## config.mk

```make
export PLATFORM = sky130hd
export DESIGN_NAME = conv_pass_sequencer
export DESIGN_NICKNAME = d
export VERILOG_FILES = /design/src/rtl/conv_pass_sequencer.sv
export SDC_FILE = /design/constraint.sdc
export NUM_CORES = 1
export LEC_CHECK = 0
export BUFFER_PORTS_ARGS = -buffer_cell sky130_fd_sc_hd__buf_2
export CELL_PAD_IN_SITES_DETAIL_PLACEMENT = 2
export CELL_PAD_IN_SITES_GLOBAL_PLACEMENT = 2
export CORE_MARGIN = 3
export CORE_UTILIZATION = 19
export DETAILED_ROUTE_END_ITERATION = 7
export PLACE_DENSITY = 0.74
export SETUP_SLACK_MARGIN = 0.3
export SLEW_MARGIN = 10
export SYNTH_ARGS = -nofsm -noshare
export SYNTH_HDL_FRONTEND = slang
export SYNTH_SLANG_ARGS = --single-unit
```

## constraint.sdc

```tcl
create_clock -name clk -period 2 [get_ports clk]
set_input_delay 0.1 -clock clk [delete_from_list [all_inputs] [get_ports clk]]
set_output_delay 0.1 -clock clk [all_outputs]
set_load 0.03 [all_outputs]
```

## src/rtl/conv_pass_sequencer.sv

```systemverilog
// Pass scheduler for the separable Gaussian blur: runs the row engine once or twice,
// swapping image dimensions and SRAM roles between passes, and lends the SRAMs to the host when idle.
package img_sram_pkg;
  typedef struct packed {
    logic        write_en;
    logic        sense_en;
    logic [15:0] addr;
    logic [7:0]  wdata;
  } img_sram_ctrl_t;

  localparam img_sram_ctrl_t SRAM_CTRL_IDLE = '0;
endpackage

module conv_pass_sequencer
  import img_sram_pkg::*;
#(
  parameter int unsigned SETTLE_CYCLES = 2
) (
  input  logic           clk,
  input  logic           rstn,
  input  logic           start,
  input  logic           abort,
  input  logic [7:0]     cfg_nrows,
  input  logic [7:0]     cfg_ncols,
  input  logic [2:0]     cfg_sigma,
  input  logic           cfg_two_pass,
  output logic           busy,
  output logic           done,
  output logic           cfg_err,
  output logic           pass_idx,
  input  logic           host_req,
  input  logic           host_sel_b,
  input  img_sram_ctrl_t host_ctrl,
  output logic           host_gnt,
  output logic           eng_rstn,
  output logic [7:0]     eng_nrows,
  output logic [7:0]     eng_ncols,
  output logic [2:0]     eng_sigma,
  output logic           eng_transpose,
  input  logic           eng_busy,
  input  img_sram_ctrl_t eng_img_ctrl,
  input  img_sram_ctrl_t eng_buf_ctrl,
  output logic [7:0]     eng_dout,
  output img_sram_ctrl_t sram_a_ctrl,
  output img_sram_ctrl_t sram_b_ctrl,
  input  logic [7:0]     sram_a_dout,
  input  logic [7:0]     sram_b_dout
);

  localparam logic [3:0] SETTLE = 4'(SETTLE_CYCLES);

  typedef enum logic [1:0] {
    S_IDLE,
    S_ARM,
    S_RUN,
    S_DONE
  } state_t;

  state_t     r_state;
  logic [3:0] r_settle_cnt;
  logic       r_seen_busy;
  logic       r_pass_idx;
  logic       r_busy;
  logic       r_done;
  logic       r_cfg_err;
  logic       r_eng_rstn;
  logic [7:0] r_nrows;
  logic [7:0] r_ncols;
  logic [2:0] r_sigma;
  logic       r_two_pass;

  logic       w_cfg_ok;
  logic       w_pass_end;
  logic       w_more_passes;
  logic       w_host_gnt;

  // The engine needs at least 6 columns for its 5-tap window plus one output.
  assign w_cfg_ok      = (cfg_ncols >= 8'd6) && (cfg_nrows != 8'd0);
  assign w_pass_end    = r_seen_busy && !eng_busy;
  assign w_more_passes = !r_pass_idx && r_two_pass;

  always_ff @(posedge clk or negedge rstn) begin
    if (!rstn) begin
      r_state      <= S_IDLE;
      r_settle_cnt <= '0;
      r_seen_busy  <= 1'b0;
      r_pass_idx   <= 1'b0;
      r_busy       <= 1'b0;
      r_done       <= 1'b0;
      r_cfg_err    <= 1'b0;
      r_eng_rstn   <= 1'b0;
      r_nrows      <= '0;
      r_ncols      <= '0;
      r_sigma      <= '0;
      r_two_pass   <= 1'b0;
    end else begin
      r_done <= 1'b0;
      case (r_state)
        S_IDLE: begin
          if (start) begin
            if (w_cfg_ok) begin
              r_nrows      <= cfg_nrows;
              r_ncols      <= cfg_ncols;
              r_sigma      <= cfg_sigma;
              r_two_pass   <= cfg_two_pass;
              r_cfg_err    <= 1'b0;
              r_pass_idx   <= 1'b0;
              r_settle_cnt <= SETTLE;
              r_busy       <= 1'b1;
              r_state      <= S_ARM;
            end else begin
              r_cfg_err <= 1'b1;
            end
          end
        end
        S_ARM: begin
          if (abort) begin
            r_eng_rstn <= 1'b0;
            r_busy     <= 1'b0;
            r_state    <= S_IDLE;
          end else begin
            r_settle_cnt <= r_settle_cnt - 4'd1;
            if (r_settle_cnt <= 4'd1) begin
              r_seen_busy <= 1'b0;
              r_eng_rstn  <= 1'b1;
              r_state     <= S_RUN;
            end
          end
        end
        S_RUN: begin
          // A pass only ends after the engine has been seen busy, so a slow start is not a finish.
          if (abort) begin
            r_eng_rstn <= 1'b0;
            r_busy     <= 1'b0;
            r_state    <= S_IDLE;
          end else if (w_pass_end) begin
            r_eng_rstn <= 1'b0;
            if (w_more_passes) begin
              r_pass_idx   <= 1'b1;
              r_settle_cnt <= SETTLE;
              r_state      <= S_ARM;
            end else begin
              r_done  <= 1'b1;
              r_state <= S_DONE;
            end
          end else if (eng_busy) begin
            r_seen_busy <= 1'b1;
          end
        end
        S_DONE: begin
          r_busy  <= 1'b0;
          r_state <= S_IDLE;
        end
        default: begin
          r_eng_rstn <= 1'b0;
          r_busy     <= 1'b0;
          r_state    <= S_IDLE;
        end
      endcase
    end
  end

  assign busy     = r_busy;
  assign done     = r_done;
  assign cfg_err  = r_cfg_err;
  assign pass_idx = r_pass_idx;
  assign eng_rstn = r_eng_rstn;

  // The second pass works on the transposed image, so rows and columns trade places.
  assign eng_nrows     = r_pass_idx ? r_ncols : r_nrows;
  assign eng_ncols     = r_pass_idx ? r_nrows : r_ncols;
  assign eng_sigma     = r_sigma;
  assign eng_transpose = r_pass_idx | r_two_pass;

  // Gating the host path with rstn keeps both SRAMs quiet while reset is asserted.
  always_comb begin
    sram_a_ctrl = SRAM_CTRL_IDLE;
    sram_b_ctrl = SRAM_CTRL_IDLE;
    eng_dout    = '0;
    w_host_gnt  = 1'b0;
    if (r_state == S_IDLE) begin
      if (host_req && rstn) begin
        w_host_gnt = 1'b1;
        if (host_sel_b) begin
          sram_b_ctrl = host_ctrl;
        end else begin
          sram_a_ctrl = host_ctrl;
        end
      end
    end else if (!r_pass_idx) begin
      sram_a_ctrl = eng_img_ctrl;
      sram_b_ctrl = eng_buf_ctrl;
      eng_dout    = sram_a_dout;
    end else begin
      sram_a_ctrl = eng_buf_ctrl;
      sram_b_ctrl = eng_img_ctrl;
      eng_dout    = sram_b_dout;
    end
  end

  assign host_gnt = w_host_gnt;

endmodule

```

==> impl_metrics.csv <==
group,metric,value,unit
status,run_status,"complete, no violations",
timing,min_period_over_period,99.28,%
drt,route.detailed.drc,0,
timing,final_max_slew_viol_count,0,
die,coreArea,14700,sq um
setup_path,crit_path_start,"r_state[0]",
drt,wl_per_cell,19.69,um
setup_path,worstSetupPathType,"reg -> out",
die,die_w,129.1,um
drt,first_pass_iters,4,
power,p_per_area,1437,nW/um^2
timing,setup_viol,0,
timing,rsz0062_at_grt,"true",
global_route,grt_pass1_vias,3830,
setup_path,startpoint_type,"register",
clock_network,cts_max_level,2,
cells_and_area,diodes,0,
setup_path,reg2reg_slack,0.08,ns
setup_path,critPathMaxFanout,6,
drt,drt_iter0_drc,43,
power,peakVddDrop,0.8039,mV
die,ios,207,
place,dp_hpwl,9.959,mm
global_route,grt_pass1_wl,20.83,mm
cells_and_area,fin_area,5610,sq um
die,chipHeight,129.1,um
setup_path,reg2regPathDepth,9,
cells_and_area,syn2layout_area_growth,94.87,%
place,dpl-instance-area,4434,sq um
global_route,grtUsageTotal,15.65,%
place,placed_cells_incl_taps,714,
yosys,syn_inst,337,
setup_path,cp_top_family,"buffers and inverters",
setup_path,crit_buf_inv,4,
timing,hold_viol,0,
setup_path,slowest_delay,0.39,ns
cells_and_area,fin_cells,747,
clock_network,root_buffer,"clkbuf_16",
clock_network,clockBufferDepth,2,
setup_path,cpMaxStageDelayCell,"dfrtp_1",
clock_network,cts_sinks,32,
timing,setup_tns,0,ns
timing,worstMarginPinSlew,0.4370,ns
die,initial_utilization,19.59,%
setup_path,path_depth,9,
worst_hold_path,holdCritPathClass,"in -> reg",
yosys,yosysUniqueCellTypes,39,
yosys,syn_avg_cell_area,8.543,sq um
global_route,grt_remaining_overflow,0,
drt,ant_nets,0,
setup_path,path_common_cell,"buf_6",
cells_and_area,fillers,1597,
cells_and_area,nNetsFinal,688,
die,fp-row-count,44,
yosys,ys.warnings.count,0,
timing,clock.fmax,0.5036,GHz
drt,wl,14.71,mm
job,maxCapViolations,0,
setup_path,crit_arrival,1.89,ns
setup_path,reg2reg_to,"r_settle_cnt[1]",
setup_path,crit_end,"sram_a_ctrl[11]",
power,leakage,2.540,nW
die,die_area,16670,sq um
yosys,ys_ff_latch,32,
global_route,antenna_found_initial,0,
setup_path,path_cells,"inv_2, ha_4, and3_4, nor2b_4, buf_6, clkbuf_16, nand2_2, o21ai_2, buf_6",
yosys,seq_area_frac_synth,27.81,%
setup_path,worst_ep_required_time,1.90,ns
yosys,syn-num-nets,463,
clock_network,cts_buffers,5,
drt,vias,3516,
drt,vias_per_cell,4.707,
place,place.gp.congestion,0.7576,
setup_path,rr_startpoint,"r_state[0]",
clock_network,clock_latency,0.27,ns
setup_path,cp-end-kind,"output pin",
timing,maxSlewHeadroom,70.87,%
global_route,grt_max_degree,42,
cells_and_area,drive_gt1_share,68.21,%
cells_and_area,final_util,38.17,%
clock_network,path_clk_slew,0.05,ns
clock_network,cts_tree,"yes",
place,port_buffers,206,
timing,fin_skew,0.001529,ns
yosys,syn_area,2879,sq um
timing,whs,0.03728,ns
timing,period_minus_slack,1.986,ns
[routing by layer]
metal	vias to the layer above	global-route usage (%)	share of wire (%)	wire [um]
li1	1661	-	-	-
met5	-	0	0	0
met4	0	1.853	0.60	89
met1	1718	18.31	38	5523
met2	127	30.12	56	8255
met3	10	3.174	5.7	843
[flip-flops by register name, indices dropped and copies added, names as in the netlist]
signal / count
busy: 1
eng_sigma: 3
r_seen_busy: 1
r_two_pass: 1
r_nrows: 8
r_settle_cnt: 4
done: 1
cfg_err: 1
eng_rstn: 1
r_state: 2
r_ncols: 8
pass_idx: 1
[cell usage after synthesis]
library cell	n	area, sq um
or4_1	2	15.01
o31a_1	1	8.760
buf_2	6	30.03
nor3_1	2	10.01
dfrtp_1	32	800.8
mux2_1	20	225.2
o21ai_2	1	8.760
nor2b_1	3	18.77
nor2_1	14	52.55
a211oi_2	1	12.51
or3_1	2	12.51
and3_1	1	6.260
nor3b_1	1	7.510
o32ai_1	1	8.760
mux2_2	16	180.2
a21oi_1	8	40.04
o32a_1	1	10.01
a22oi_1	1	7.510
nand4bb_1	1	11.26
o31ai_1	1	7.510
nand2_2	1	6.260
ha_1	5	62.56
nand2_1	56	210.2
mux2i_1	64	640.6
nand2b_1	3	18.77
a211o_1	1	8.760
and2_1	2	12.51
nand3_1	1	5.000
a31oi_1	2	12.51
o21ai_1	8	40.04
or2_2	1	6.260
buf_1	3	11.26
nor2_2	1	6.260
o2bb2ai_1	2	17.52
buf_6	2	22.52
o21ai_0	47	235.2
inv_1	8	30.03
o22ai_1	1	6.260
clkbuf_1	14	52.55
[per-stage QoR]
| stage | power (mW) | setup slack (ns) |
|---|---|---|
| 2_1_floorplan | 4.473 | 0.1967 |
| 3_3_place_gp | 5.792 | 0.1731 |
| 3_5_place_dp | 5.945 | 0.1045 |
| 4_1_cts | 7.467 | 0.01768 |
| 5_1_grt | 8.553 | -0.07636 |
| 6_report | 8.062 | 0.01447 |
[power by group]
| group | leakage (nW) | switching [mW] | total (mW) | internal [mW] |
|---|---|---|---|---|
| logic | 2.08 | 3.56 | 6.13 | 2.57 |
| clock network | 0.0766 | 0.271 | 0.761 | 0.490 |
| registers | 0.386 | 0.227 | 1.17 | 0.948 |
[worst min-delay path by stage]
stage / startpoint / end / slack, ns / cells after the start
global placement: rstn / eng_rstn / 0.21 / 2
global route: cfg_sigma[0] / eng_sigma[0] / 0.03 / 2
detailed placement: rstn / eng_rstn / 0.22 / 2
floorplan: rstn / busy / -0.20 / 0
CTS: cfg_ncols[0] / r_ncols[0] / 0.03 / 2
finish: cfg_sigma[1] / eng_sigma[1] / 0.04 / 2
[what timing repair did]
item	4_1_cts	5_1_grt
pin swaps	4	24
gates cloned	4	4
setup endpoints to repair	87	91
buffers inserted	10	6
endpoints found under the hold margin	32	0
hold buffers	1	0
resized for setup	69	156
[final cells by class]
| cell class | count | area (sq um) | share of cell area [%] |
|---|---|---|---|
| Tap cell | 184 | 230.2 | 4.103 |
| Inverter | 8 | 30.03 | 0.5352 |
| Clock inverter | 2 | 10.01 | 0.1784 |
| Clock buffer | 6 | 138.9 | 2.475 |
| Sequential cell | 32 | 804.5 | 14.34 |
| Multi-Input combinational cell | 272 | 2487 | 44.34 |
| Timing Repair Buffer | 243 | 1909 | 34.03 |
[layout by cell type (no fill, tap or decap), types with 3 or more instances in the layout]
cell type,netlist,final
a21oi_1,8,7
buf_12,0,6
buf_16,0,5
buf_2,6,152
buf_4,0,18
buf_6,2,56
clkbuf_16,0,9
dfrtp_1,32,31
ha_4,0,4
inv_1,8,4
inv_2,0,4
mux2_1,20,20
mux2_2,16,16
mux2i_1,64,64
nand2_1,56,18
nand2_2,1,17
nand2_4,0,22
nand2b_1,3,3
nor2_1,14,6
nor2_2,1,9
o21ai_1,8,3
o21ai_2,1,46
o21ai_4,0,6
[cells by family (layout without fill, tap and decap cells)]
group	count (synthesis)	after routing	share of synthesized area (%)
and+or+nand+nor	91	91	13.86
AOI/OAI and AO/OA	76	76	14.73
buffers and inverters	33	259	5.085
muxes	100	100	36.33
adders and majority gates	5	5	2.173
DFF	32	32	27.81
No activity file was read; power rests on OpenSTA's default activity.
